### src/rtl/rp_8bit_tmr_pkg.sv
// Shared constants for the rp_8bit timer: register offsets, bit positions,
// clock-select codes and the clock-select to divisor-minus-one mapping.
package rp_8bit_tmr_pkg;

  localparam logic [2:0] TMR_TCNT  = 3'd0;
  localparam logic [2:0] TMR_OCR   = 3'd1;
  localparam logic [2:0] TMR_TCCR  = 3'd2;
  localparam logic [2:0] TMR_TIFR  = 3'd3;
  localparam logic [2:0] TMR_TIMSK = 3'd4;

  localparam int TCCR_EN    = 4;
  localparam int TCCR_CTC   = 3;
  localparam int TIFR_OCF   = 1;
  localparam int TIFR_TOV   = 0;
  localparam int TIMSK_OCIE = 1;
  localparam int TIMSK_TOIE = 0;

  typedef enum logic [2:0] {
    CS_STOP    = 3'd0,
    CS_DIV1    = 3'd1,
    CS_DIV8    = 3'd2,
    CS_DIV64   = 3'd3,
    CS_DIV256  = 3'd4,
    CS_DIV1024 = 3'd5,
    CS_STOP6   = 3'd6,
    CS_STOP7   = 3'd7
  } tmr_cs_t;

  function automatic logic [9:0] cs_div_m1(input tmr_cs_t cs);
    case (cs)
      CS_DIV8:    return 10'd7;
      CS_DIV64:   return 10'd63;
      CS_DIV256:  return 10'd255;
      CS_DIV1024: return 10'd1023;
      default:    return 10'd0;
    endcase
  endfunction

  function automatic logic cs_runs(input tmr_cs_t cs);
    return (cs >= CS_DIV1) && (cs <= CS_DIV1024);
  endfunction

endpackage

### src/rtl/rp_8bit_tmr_psc.sv
// Free-running prescaler: counts to divisor-1 while enabled and emits a
// one-cycle tick as it wraps back to zero.
module rp_8bit_tmr_psc
  import rp_8bit_tmr_pkg::*;
#(
  parameter int PSW = 10
) (
  input  logic    clk,
  input  logic    rst,
  input  logic    ena,
  input  logic    clr,
  input  tmr_cs_t cs,
  output logic    tick
);

  logic [PSW-1:0] r_cnt;
  logic [PSW-1:0] w_lim;

  assign w_lim = PSW'(cs_div_m1(cs));
  // tick reflects the count already reached, even when a clear arrives with it
  assign tick  = ena && (r_cnt == w_lim);

  always_ff @(posedge clk or posedge rst) begin
    if (rst) begin
      r_cnt <= '0;
    end else if (clr) begin
      r_cnt <= '0;
    end else if (ena) begin
      r_cnt <= tick ? '0 : r_cnt + PSW'(1);
    end
  end

endmodule

### src/rtl/rp_8bit_tmr.sv
// 8-bit timer/counter on the rp_8bit I/O bus: five-register window,
// registered OR-able read data and two level interrupt requests.
module rp_8bit_tmr
  import rp_8bit_tmr_pkg::*;
#(
  parameter logic [5:0] BAS = 6'h20,
  parameter int         PSW = 10
) (
  input  logic       clk,
  input  logic       rst,
  input  logic       io_wen,
  input  logic       io_ren,
  input  logic [5:0] io_adr,
  input  logic [7:0] io_wdt,
  input  logic [7:0] io_msk,
  output logic [7:0] io_rdt,
  output logic [1:0] irq_req,
  input  logic [1:0] irq_ack
);

  logic [7:0] r_tcnt;
  logic [7:0] r_ocr;
  logic [4:0] r_tccr;
  logic [1:0] r_tifr;
  logic [1:0] r_timsk;
  logic [7:0] r_rdt;

  logic [5:0] w_off_full;
  logic [2:0] w_off;
  logic       w_hit;
  logic       w_wr_tcnt, w_wr_ocr, w_wr_tccr, w_wr_tifr, w_wr_timsk;
  logic       w_tick;
  logic       w_psc_ena;
  logic       w_psc_clr;
  logic       w_cmp_eq;
  logic [1:0] w_set;
  logic [1:0] w_clr;
  logic [7:0] w_rdata;
  tmr_cs_t    w_cs;

  // Offset wraps for addresses below BAS, so one compare covers both sides
  assign w_off_full = io_adr - BAS;
  assign w_hit      = (w_off_full < 6'd5);
  assign w_off      = w_off_full[2:0];

  assign w_wr_tcnt  = io_wen && w_hit && (w_off == TMR_TCNT);
  assign w_wr_ocr   = io_wen && w_hit && (w_off == TMR_OCR);
  assign w_wr_tccr  = io_wen && w_hit && (w_off == TMR_TCCR);
  assign w_wr_tifr  = io_wen && w_hit && (w_off == TMR_TIFR);
  assign w_wr_timsk = io_wen && w_hit && (w_off == TMR_TIMSK);

  assign w_cs      = tmr_cs_t'(r_tccr[2:0]);
  assign w_psc_ena = r_tccr[TCCR_EN] && cs_runs(w_cs);
  assign w_psc_clr = w_wr_tccr || !r_tccr[TCCR_EN];

  rp_8bit_tmr_psc #(.PSW(PSW)) u_psc (
    .clk  (clk),
    .rst  (rst),
    .ena  (w_psc_ena),
    .clr  (w_psc_clr),
    .cs   (w_cs),
    .tick (w_tick)
  );

  // A CPU write to TCNT suppresses the tick's increment and flag evaluation
  assign w_cmp_eq           = (r_tcnt == r_ocr);
  assign w_set[TIFR_OCF]    = w_tick && !w_wr_tcnt && w_cmp_eq;
  assign w_set[TIFR_TOV]    = w_tick && !w_wr_tcnt && (r_tcnt == 8'hFF);
  assign w_clr              = ({2{w_wr_tifr}} & io_wdt[1:0] & io_msk[1:0]) | irq_ack;

  always_comb begin
    w_rdata = 8'h00;
    case (w_off)
      TMR_TCNT:  w_rdata = r_tcnt;
      TMR_OCR:   w_rdata = r_ocr;
      TMR_TCCR:  w_rdata = {3'b000, r_tccr};
      TMR_TIFR:  w_rdata = {6'b000000, r_tifr};
      TMR_TIMSK: w_rdata = {6'b000000, r_timsk};
      default:   w_rdata = 8'h00;
    endcase
  end

  always_ff @(posedge clk or posedge rst) begin
    if (rst) begin
      r_tcnt  <= 8'h00;
      r_ocr   <= 8'hFF;
      r_tccr  <= 5'h00;
      r_tifr  <= 2'b00;
      r_timsk <= 2'b00;
      r_rdt   <= 8'h00;
    end else begin
      if (w_wr_tcnt) begin
        r_tcnt <= (io_wdt & io_msk) | (r_tcnt & ~io_msk);
      end else if (w_tick) begin
        r_tcnt <= (r_tccr[TCCR_CTC] && w_cmp_eq) ? 8'h00 : r_tcnt + 8'h01;
      end
      if (w_wr_ocr) begin
        r_ocr <= (io_wdt & io_msk) | (r_ocr & ~io_msk);
      end
      if (w_wr_tccr) begin
        r_tccr <= (io_wdt[4:0] & io_msk[4:0]) | (r_tccr & ~io_msk[4:0]);
      end
      if (w_wr_timsk) begin
        r_timsk <= (io_wdt[1:0] & io_msk[1:0]) | (r_timsk & ~io_msk[1:0]);
      end
      // hardware set wins over write-1-clear and acknowledge
      r_tifr <= w_set | (r_tifr & ~w_clr);
      r_rdt  <= (io_ren && w_hit) ? w_rdata : 8'h00;
    end
  end

  assign io_rdt               = r_rdt;
  assign irq_req[TIFR_TOV]    = r_tifr[TIFR_TOV] & r_timsk[TIMSK_TOIE];
  assign irq_req[TIFR_OCF]    = r_tifr[TIFR_OCF] & r_timsk[TIMSK_OCIE];

endmodule

### config.mk
export PLATFORM = sky130hd
export DESIGN_NAME = rp_8bit_tmr
export DESIGN_NICKNAME = d
export VERILOG_FILES = /design/src/rtl/rp_8bit_tmr_pkg.sv /design/src/rtl/rp_8bit_tmr_psc.sv /design/src/rtl/rp_8bit_tmr.sv
export SDC_FILE = /design/constraint.sdc
export NUM_CORES = 1
export LEC_CHECK = 0
export CAP_MARGIN = 20
export CORE_MARGIN = 2
export CORE_UTILIZATION = 45
export DETAILED_ROUTE_END_ITERATION = 6
export DONT_BUFFER_PORTS = 1
export SETUP_SLACK_MARGIN = 0.2
export SYNTH_ARGS = -nofsm -noshare
export SYNTH_HDL_FRONTEND = slang
export SYNTH_SLANG_ARGS = --single-unit
### constraint.sdc
create_clock -name clk -period 4.85 [get_ports clk]
set_input_delay 1.455 -clock clk [delete_from_list [all_inputs] [get_ports clk]]
set_output_delay 1.455 -clock clk [all_outputs]
set_load 0.01 [all_outputs]
## After elaboration in Yosys (flattened, before gate mapping)

Index checks and enable logic that the tools add are counted.
W data, S select, Z words.

- Reductions and logical operators: 20
- $add $sub $neg: 3
- Mux-type cells: 9
- Bitwise logic cells: 22
- Equal/unequal tests: 11
- $lt $le $gt $ge: 3

Operators by type and width:

| cell | number |
|---|---|
| $pmux W10 S4 | 1 |
| $pmux W8 S5 | 1 |
| $mux W8 | 4 |
| $mux W10 | 3 |
| $and A8 B8 Y8 | 3 |
| $or A8 B8 Y8 | 2 |
| $logic_and A1 B1 Y1 | 14 |
| $eq A3 B2 Y1 const B | 4 |
| $add A10 B1 Y10 const B | 1 |
| $and A2 B2 Y2 | 5 |
| $and A5 B5 Y5 | 2 |
| $eq A10 B10 Y1 | 1 |
| $eq A3 B3 Y1 const B | 3 |
| $add A8 B1 Y8 const B | 1 |
| $eq A8 B8 Y1 | 1 |
| $eq A8 B8 Y1 const B | 1 |
| $not A8 Y8 | 1 |
| $lt A6 B3 Y1 const B | 1 |
| $or A2 B2 Y2 | 3 |
| $sub A6 B6 Y6 const B | 1 |
| $not A5 Y5 | 1 |
| $or A5 B5 Y5 | 1 |
| $not A2 Y2 | 2 |
| $reduce_bool A2 Y1 | 2 |
| other kinds (7) | 9 |

- Flip-flop bits (word level): 43
- Word-level logic and storage cells: 75

## Logic depth before layout (Yosys ltp)

Gate-level depths: netlist of run 1.

- Depth after elaboration: 10
- Depth in mapped cells: 8

## Modules after synthesis

A second synthesis of run 1 with hierarchy kept.

- Cell total of the unflattened synthesis: 282
- Area total of the unflattened synthesis: 2698.8 µm²

By module, submodules not included:

| module | cells each | area each (µm²) | instances | sequential area each (µm²) |
|---|---|---|---|---|
| rp_8bit_tmr | 205 | 2014.4 | 1 | 835.8 |
| rp_8bit_tmr_psc | 77 | 684.4 | 1 | 250.2 |

## Worst setup path before layout of run 1

No wires, ideal clock.

- Path kind: input to register
- Start: input io_adr[1]
- End: register with a tool-made name
- Setup slack: 1.855 ns
- Cell stages on the path: 8
- Data arrival time: 2.857 ns
- Data required time: 4.712 ns
- Cells stage by stage: buf_2 nor3_1 and2_1 clkbuf_1 a31oi_1 and3_1 a31oi_2 o311ai_2

RTL lines:

| what | RTL line | source |
|---|---|---|
| start, declared | rp_8bit_tmr.sv:13 | `input logic [5:0] io_adr,` |

==> out/qor.txt, run 1 <==
======================================================================================
Post-CTS Setup Inserts ..................................................            0
Inserted Diodes .........................................................            0
End-of-flow core utilization ............................................        49.6%
Sum of overflow across all layers after global routing ..................            0
Routed length per placed instance .......................................      16.9 um
Most frequent cells in the layout ....................................... 42 x sky130_fd_sc_hd__nand2_1, 35 x sky130_fd_sc_hd__dfrtp_1, 18 x sky130_fd_sc_hd__nor2_1, 16 x sky130_fd_sc_hd__mux2_2, 14 x sky130_fd_sc_hd__nand3_1
Iteration-0 DRC Markers .................................................          103
H-tree levels ...........................................................            2
Fraction of layout instances using a drive strength above 1 .............        18.9%
Pin count of the biggest net entering global routing ....................           44
Inst Count DP ...........................................................          334
Sequential cell area fraction in the yosys report .......................        42.3%
Overall global routing resource usage ...................................        19.7%
Setup slack after layout ................................................      1840 ps
Synth Instances .........................................................          269
Via count of the first global-routing pass ..............................        1,917
Run status ..............................................................    completed
First-pass iteration count of the detailed router .......................            5
Number of vias after detailed routing ...................................        1,985
Ratio of routed vias to standard cells ..................................         5.80
Area Overhead vs Synth ..................................................        6.34%
Slew @ Worst Pin ........................................................      1000 ps
Ys async rst share ......................................................         100%
PwrDens .................................................................   266 nW/um2
Cell area after technology mapping ......................................     2570 um2
Synthesized Nets ........................................................          299
Number of synthesized register bits .....................................           43
Type of destination of the critical path ................................     register
Cell at the root of the clock tree ...................................... sky130_fd_sc_hd__clkbuf_8
Library cells used by synthesis .........................................           51
Number of enable flip-flop cells after synthesis ........................            0
Initial antenna violation count .........................................            0
Clock net sink count ....................................................           43
Cell class contributing the biggest share of worst-path delay ........... simple AND/OR/NAND/NOR gates
CTS tree ................................................................        built
Hold Path Class ......................................................... register to register
Most common cell after layout, fill and taps aside ...................... sky130_fd_sc_hd__nand2_1
CTS hold repair buffers .................................................            0
Count of port buffers added during placement ............................            0
Library cell contributing the largest single delay on the critical path . sky130_fd_sc_hd__nor4b_2
Worst clock skew ........................................................      4.87 ps
Setup TNS after final layout ............................................         0 ps
Period Utilization, post-route ..........................................        62.0%
Critical path cell sequence ............................................. o21ai_0, and4bb_2, nand2_1, nor4b_2, nand2_1, mux2_2
Placer congestion estimate ..............................................        0.770
Hold violation total from the final report ..............................            0
Setup CP Type ........................................................... input port to register
# resized after CTS .....................................................            0
Largest fanout on the critical path .....................................           12
Power, Total ............................................................     0.725 mW
Nets ....................................................................          299
Number of cells in the finished layout apart from fillers ...............          342
HPWL Detailed ...........................................................      4220 um
Max frequency ...........................................................      333 MHz
Die extent in y .........................................................      79.5 um
Dominant register cell in the synthesized netlist ....................... sky130_fd_sc_hd__dfrtp_1
Maximum VDD drop ........................................................     0.192 mV
Die W ...................................................................      79.5 um
Max-slew violations .....................................................            0
Post-route minimum period ...............................................      3010 ps
Data required time of the critical path .................................      5080 ps
Core area ...............................................................     5510 um2
Largest buffer count on any clock path ..................................            2
Initial Util ............................................................        46.6%
Clk slew on worst S/H paths .............................................        80 ps
Unrepaired setup endpoints after global routing .........................           no
# Max-Cap Violations ....................................................            0
CP Launch Type ..........................................................   input port
I/O pins ................................................................           38
DP Worst Slack ..........................................................      1590 ps
Max-slew headroom .......................................................        33.1%
Inserted Clock Buffers ..................................................            5
Crit path largest cell delay ............................................       860 ps
Buffer and inverter count on the worst path .............................            0
Number of nets with antenna violations after detailed routing ...........            0
Syn Area/Cell ...........................................................     9.54 um2
Critical path launch point ..............................................    io_adr[1]
Wire length of the first global-routing pass ............................      9480 um
Later-pin clock latency in the skew report ..............................       300 ps
Yosys warns .............................................................            0
Arrival @ worst endpoint ................................................      3230 ps
Overall die area ........................................................     6320 um2
Worst reg2reg path startpoint ........................................... u_psc.r_cnt[7]
Dominant cell type by count on the critical path ........................ sky130_fd_sc_hd__nand2_1
Final setup violating endpoints .........................................            0
Routed WL ...............................................................      5760 um
Final routed DRC violation total ........................................            0
Leakage Power ...........................................................      1.03 nW
Row Count ...............................................................           27
======================================================================================
-- cell usage after synthesis, drive strengths merged, types with 4 or more instances --
cell type / number / area, um2
a31oi: 4 / 31.3
nor3: 4 / 20.0
nor2: 18 / 67.6
xor2: 10 / 87.6
and3: 6 / 37.5
a21oi: 11 / 55.1
nand2: 42 / 158
dfstp: 8 / 210
nor4: 4 / 37.5
nand3: 14 / 70.1
nand4: 4 / 31.3
o21ai: 9 / 45.0
o211ai: 7 / 52.6
and2: 4 / 25.0
or2: 6 / 37.5
mux2: 16 / 180
dfrtp: 35 / 876
inv: 5 / 18.8
nor2b: 5 / 31.3
or3: 6 / 37.5
buf: 5 / 23.8
mux2i: 8 / 80.1
-- area by class of cell --
type,instances,area (um2)
tap,72,90.1
fill,531,2780
inverter,5,18.8
clock buffer,8,100
timing repair buffer,1,7.51
multi-input combinational,213,1430
sequential,43,1090
-- routing by layer --
layer / track usage [%] / part of all wire, % / vias to the layer above
met5: 0 / 0 / -
met4: 6.21 / 1.2 / 0
met3: 4.86 / 6.5 / 8
met2: 28.2 / 42 / 54
met1: 29.1 / 51 / 950
li1: - / - / 973
-- stage by stage --
stage / cell area [um2] / hold slack, ps
floorplan: 2570 / 494
CTS: 2730 / 542
detailed placement: 2630 / 524
global route: 2730 / 563
global placement: 2630 / 518
finish: 2730 / 539
-- final timing paths --
path / cells after the start / to / slack, ps
worst max register to register: 6 / register / 2400
worst min register to register: 1 / register / 540
min in group asynchronous: 2 / u_psc.r_cnt[8] / 1170
worst max-delay path: 6 / register / 1840
max in group asynchronous: 2 / async pin / 3300
worst min-delay path: 1 / register / 540
-- power by group --
| part | switching, mW | internal (mW) |
|---|---|---|
| registers | 0.0238 | 0.376 |
| logic | 0.0381 | 0.0352 |
| clock network | 0.121 | 0.130 |
| total | 0.183 | 0.541 |
-- kinds of logic after synthesis --
group / share of synthesized area [%]
compound gates: 13.3
xor+xnor: 4.10
buf+inv: 2.10
mux: 10.1
fa+ha+maj: 0.975
simple gates: 27.1
flops: 42.3
No activity file was read; power rests on OpenSTA's default activity.
==> inputs of run 2 (changes only) <==
==> constraint.sdc (replaced) <==
create_clock -name clk -period 2.8 [get_ports clk]
set_input_delay 0.84 -clock clk [delete_from_list [all_inputs] [get_ports clk]]
set_output_delay 0.84 -clock clk [all_outputs]
set_load 0.01 [all_outputs]
==> run 2 against run 1 <==
  * Final cell count is 0.58% higher
  * First-iteration DRC count up 99%
  * Combinational power up 79%
  * Largest cell class unchanged
  * Largest power group unchanged
==> out/qor.txt, run 2 (synthesis results as in run 1) <==
======================================================================================
Most frequent cells in the layout ....................................... 42 x sky130_fd_sc_hd__nand2_1, 35 x sky130_fd_sc_hd__dfrtp_1, 18 x sky130_fd_sc_hd__nor2_1, 16 x sky130_fd_sc_hd__mux2_2, 14 x sky130_fd_sc_hd__nand3_1
Setup TNS after final layout ............................................         0 ps
Inserted Clock Buffers ..................................................            5
I/O pins ................................................................           38
Die W ...................................................................      79.5 um
Peak-usage layer in the global routing report ...........................         met1
Later-pin clock latency in the skew report ..............................       310 ps
Number of vias after detailed routing ...................................        2,033
CP Launch Type ..........................................................     register
Area Overhead vs Synth ..................................................        8.34%
Hold Path Class ......................................................... input port to async pin
Setup slack of the most critical reg-to-reg path ........................       400 ps
Fin Hold WS .............................................................       416 ps
Count of port buffers added during placement ............................            0
Period Utilization, post-route ..........................................        85.8%
Die extent in y .........................................................      79.5 um
H-tree levels ...........................................................            2
Max-slew violations .....................................................            0
Placer congestion estimate ..............................................        0.836
PwrDens .................................................................   506 nW/um2
# resized after CTS .....................................................            0
Crit path largest cell delay ............................................       580 ps
Post-route minimum period ...............................................      2400 ps
Worst R2R Path Depth ....................................................            6
Placed Instance Area ....................................................     2640 um2
Number of nets with antenna violations after detailed routing ...........            0
Initial antenna violation count .........................................            0
Library cell contributing the largest single delay on the critical path . sky130_fd_sc_hd__or4b_1
Inserted Diodes .........................................................            0
Max-slew headroom .......................................................        57.6%
Ratio of routed vias to standard cells ..................................         5.91
Core area ...............................................................     5510 um2
Critical path cell sequence ............................................. or4b_1, nor4_2, o22a_2, nand4_2, nand3b_4, o311ai_2
Clk slew on worst S/H paths .............................................        90 ps
Met1 Usage GRT ..........................................................        31.3%
Unrepaired setup endpoints after global routing .........................           no
Largest fanout on the critical path .....................................           12
Wire length of the first global-routing pass ............................    10,100 um
Leakage Power ...........................................................      1.06 nW
Routed length per placed instance .......................................      17.6 um
Maximum VDD drop ........................................................     0.198 mV
Worst reg2reg path startpoint ........................................... u_psc.r_cnt[7]
Row Count ...............................................................           27
Data required time of the critical path .................................      3010 ps
Setup slack after layout ................................................       398 ps
Sum of overflow across all layers after global routing ..................            0
Arrival @ worst endpoint ................................................      2610 ps
Cell at the root of the clock tree ...................................... sky130_fd_sc_hd__clkbuf_8
Type of destination of the critical path ................................     register
Via count of the first global-routing pass ..............................        1,998
First-pass iteration count of the detailed router .......................            4
Overall die area ........................................................     6320 um2
Final routed DRC violation total ........................................            0
Clock net sink count ....................................................           43
Most common cell after layout, fill and taps aside ...................... sky130_fd_sc_hd__nand2_1
# Max-Cap Violations ....................................................            0
Final setup violating endpoints .........................................            0
Met3 track utilization from global routing ..............................        3.28%
DP Worst Slack ..........................................................       344 ps
Iteration-0 DRC Markers .................................................          205
Post-CTS Setup Inserts ..................................................            0
Filler Cells Inserted ...................................................          524
CTS tree ................................................................        built
Run status ..............................................................    completed
Fraction of layout instances using a drive strength above 1 .............        19.9%
HPWL Detailed ...........................................................      4440 um
Largest buffer count on any clock path ..................................            2
Nets ....................................................................          301
Grt met2 use ............................................................        30.2%
Hold violation total from the final report ..............................            0
Slew @ Worst Pin ........................................................       632 ps
Pin count of the biggest net entering global routing ....................           28
Overall global routing resource usage ...................................        20.9%
CTS hold repair buffers .................................................            0
Worst clock skew ........................................................      10.9 ps
Cell area after layout ..................................................     2780 um2
Initial Util ............................................................        46.6%
Setup CP Type ........................................................... register to register
Max frequency ...........................................................      416 MHz
Routed WL ...............................................................      6070 um
======================================================================================
## run 2: cell count changes in the layout (fill, tap and decap cells not counted), sizes merged
cell / before / now
buf: 1 / 3
clkinvlp: 0 / 1
bufinv: 0 / 2
clkbuf: 8 / 5
## run 2: worst max path at each step
stage | start | to | slack [ps] | cells past startpoint
after detailed placement | io_adr[3] | u_psc.r_cnt[9] | 340 | 6
after CTS | u_psc.r_cnt[7] | register | 390 | 6
final | u_psc.r_cnt[7] | register | 400 | 6
after global routing | u_psc.r_cnt[7] | register | 250 | 6
after floorplan | io_adr[1] | register | 420 | 8
after global placement | io_adr[3] | u_psc.r_cnt[9] | 380 | 6
## run 2: per-layer routing
metal / part of all wire [%] / wire length [um]
met5: 0 / 0
met4: 1.4 / 82
met3: 6.0 / 365
met1: 49 / 2990
met2: 43 / 2630
## run 2: worst max-delay path: cells and delay by family (launching register included)
family             cells  cell delay, ps
and+or+nand+nor        4            1380
DFF                    1             460
AOI/OAI and AO/OA      2             460
## run 2: final cells by class
type                    count  area (um2)  share of cell area, %
flip-flops and latches     43        1090                   39.1
well taps                  72        90.1                   3.24
repair buffers              3        22.5                  0.810
inverters                   5        18.8                  0.675
multi-input cells         213        1430                   51.3
clock inverters             3        67.6                   2.43
clock buffers               5        68.8                   2.48
## run 2: report_power, final
group	internal [mW]	total, mW	switching, mW
logic	0.0611	0.131	0.0698
registers	0.651	0.690	0.0390
clock network	0.356	0.586	0.230
## run 2: through the flow
step	std cells	total power [mW]	util (%)
after global placement	336	0.831	48.0
final	344	1.41	50.5
after global routing	344	1.47	50.5
after CTS	344	1.42	50.5
after detailed placement	336	0.832	48.0
after floorplan	269	0.800	-
==> inputs of run 3 (changes only) <==
==> constraint.sdc (replaced) <==
create_clock -name clk -period 2.9 [get_ports clk]
set_input_delay 0.87 -clock clk [delete_from_list [all_inputs] [get_ports clk]]
set_output_delay 0.87 -clock clk [all_outputs]
set_load 0.01 [all_outputs]
==> run 3 against run 2 <==
  * Utilization is 0.068 points lower
  * Sequential power is 3.6% lower
  * Highest routed layer unchanged
  * Hold slack better by 2.0 ps
  * Clock power is 16% lower
  * Clock skew is 6.4 ps lower
  * Maximum frequency is 5.2% higher
  * Combinational power hardly changed
==> out/qor.txt, run 3 (synthesis results as in run 1) <==
======================================================================================
Setup TNS after final layout ............................................         0 ps
Data required time of the critical path .................................      3090 ps
Later-pin clock latency in the skew report ..............................       300 ps
Pin count of the biggest net entering global routing ....................           30
Area Overhead vs Synth ..................................................        8.19%
Final setup violating endpoints .........................................            0
Placer congestion estimate ..............................................        0.848
Routed WL ...............................................................      6000 um
# Max-Cap Violations ....................................................            0
Number of vias after detailed routing ...................................        2,009
Cell class contributing the biggest share of worst-path delay ........... simple AND/OR/NAND/NOR gates
Unrepaired setup endpoints after global routing .........................           no
Leakage Power ...........................................................      1.06 nW
First-pass iteration count of the detailed router .......................            4
Arrival @ worst endpoint ................................................      2480 ps
Library cell contributing the largest single delay on the critical path . sky130_fd_sc_hd__or4b_1
Critical path cell sequence ............................................. or4b_1, nor4_2, o22a_2, nand4_2, nand3b_4, o311ai_1
Inserted Clock Buffers ..................................................            5
Via count of the first global-routing pass ..............................        1,982
Hold Path Class ......................................................... input port to async pin
Most frequent cells in the layout ....................................... 42 x sky130_fd_sc_hd__nand2_1, 35 x sky130_fd_sc_hd__dfrtp_1, 18 x sky130_fd_sc_hd__nor2_1, 16 x sky130_fd_sc_hd__mux2_2, 14 x sky130_fd_sc_hd__nand3_1
HPWL Detailed ...........................................................      4390 um
Fin Hold WS .............................................................       418 ps
CTS hold repair buffers .................................................            0
Count of port buffers added during placement ............................            0
Row Count ...............................................................           27
Slew @ Worst Pin ........................................................       585 ps
Largest fanout on the critical path .....................................            7
Max-slew violations .....................................................            0
H-tree levels ...........................................................            2
Ratio of routed vias to standard cells ..................................         5.81
CTS tree ................................................................        built
I/O pins ................................................................           38
Setup slack of the most critical reg-to-reg path ........................       620 ps
Nets ....................................................................          303
Number of nets with antenna violations after detailed routing ...........            0
Clk slew on worst S/H paths .............................................        80 ps
Max-slew headroom .......................................................        60.8%
Initial Util ............................................................        46.6%
Worst clock skew ........................................................      4.56 ps
# resized after CTS .....................................................            0
Inst Count DP ...........................................................          338
Iteration-0 DRC Markers .................................................          136
Core area ...............................................................     5510 um2
Number of cells in the finished layout apart from fillers ...............          346
Area taken by flip-flops and latches ....................................     1090 um2
Fraction of layout instances using a drive strength above 1 .............        20.4%
Max frequency ...........................................................      438 MHz
Overall die area ........................................................     6320 um2
Most common cell after layout, fill and taps aside ...................... sky130_fd_sc_hd__nand2_1
Inserted Diodes .........................................................            0
Largest buffer count on any clock path ..................................            2
Post-CTS Setup Inserts ..................................................            0
Crit path largest cell delay ............................................       570 ps
Sum of overflow across all layers after global routing ..................            0
Initial antenna violation count .........................................            0
Period Utilization, post-route ..........................................        78.7%
CP Launch Type ..........................................................     register
Routed length per placed instance .......................................      17.3 um
PwrDens .................................................................   464 nW/um2
Final routed DRC violation total ........................................            0
Die W ...................................................................      79.5 um
Hold violation total from the final report ..............................            0
Filler Cells Inserted ...................................................          504
Maximum VDD drop ........................................................     0.241 mV
Setup CP Type ........................................................... register to register
Run status ..............................................................    completed
Buffer and inverter count on the worst path .............................            0
Post-route minimum period ...............................................      2280 ps
Die extent in y .........................................................      79.5 um
Type of destination of the critical path ................................     register
Cell at the root of the clock tree ...................................... sky130_fd_sc_hd__clkbuf_8
Wire length of the first global-routing pass ............................    10,300 um
Overall global routing resource usage ...................................        21.2%
Multi-input logic area ..................................................     1430 um2
Clock net sink count ....................................................           43
======================================================================================
-- run 3: path summary, 6_finish.rpt --
check,startpoint,end,depth (start not counted)
worst min-delay path,rst,io_rdt[2],1
min in group clk,register,register,1
worst max register to register,u_psc.r_cnt[7],register,6
max in group asynchronous,rst,async pin,2
worst min register to register,register,register,1
worst max-delay path,u_psc.r_cnt[7],register,6
-- run 3: worst register-to-register path: stages (launching register included) --
cell and delay (ps):
sky130_fd_sc_hd__dfrtp_1 480, sky130_fd_sc_hd__or4b_1 570, sky130_fd_sc_hd__nor4_2 170, sky130_fd_sc_hd__o22a_2 210
sky130_fd_sc_hd__nand4_2 190, sky130_fd_sc_hd__nand3b_4 280, sky130_fd_sc_hd__o311ai_1 280
-- run 3: stage by stage --
| stage | power (mW) | setup WS (ps) | cell area [um2] | utilization (%) |
|---|---|---|---|---|
| floorplan | 0.772 | 490 | 2570 | - |
| global placement | 0.802 | 506 | 2660 | 48.3 |
| detailed placement | 0.805 | 449 | 2660 | 48.3 |
| CTS | 1.30 | 608 | 2780 | 50.4 |
| global route | 1.35 | 438 | 2780 | 50.4 |
| finish | 1.29 | 617 | 2780 | 50.4 |
-- run 3: layout make-up --
class / count / share of cell area, %
clock buffers: 6 / 2.97
clock inverters: 2 / 1.26
inverters: 5 / 0.676
multi-input cells: 213 / 51.4
flip-flops and latches: 43 / 39.1
well taps: 72 / 3.24
repair buffers: 5 / 1.35
-- run 3: per-layer routing --
metal	global-route usage (%)	up-vias	share of wire, %
li1	-	974	-
met1	32.0	972	51
met2	29.0	59	42
met3	6.00	4	6.6
met4	6.72	0	0.95
met5	0	-	0
-- run 3: where the power goes --
group | internal, mW | switching (mW) | total [mW]
clock network | 0.279 | 0.215 | 0.494
registers | 0.629 | 0.0366 | 0.665
logic | 0.0602 | 0.0681 | 0.128
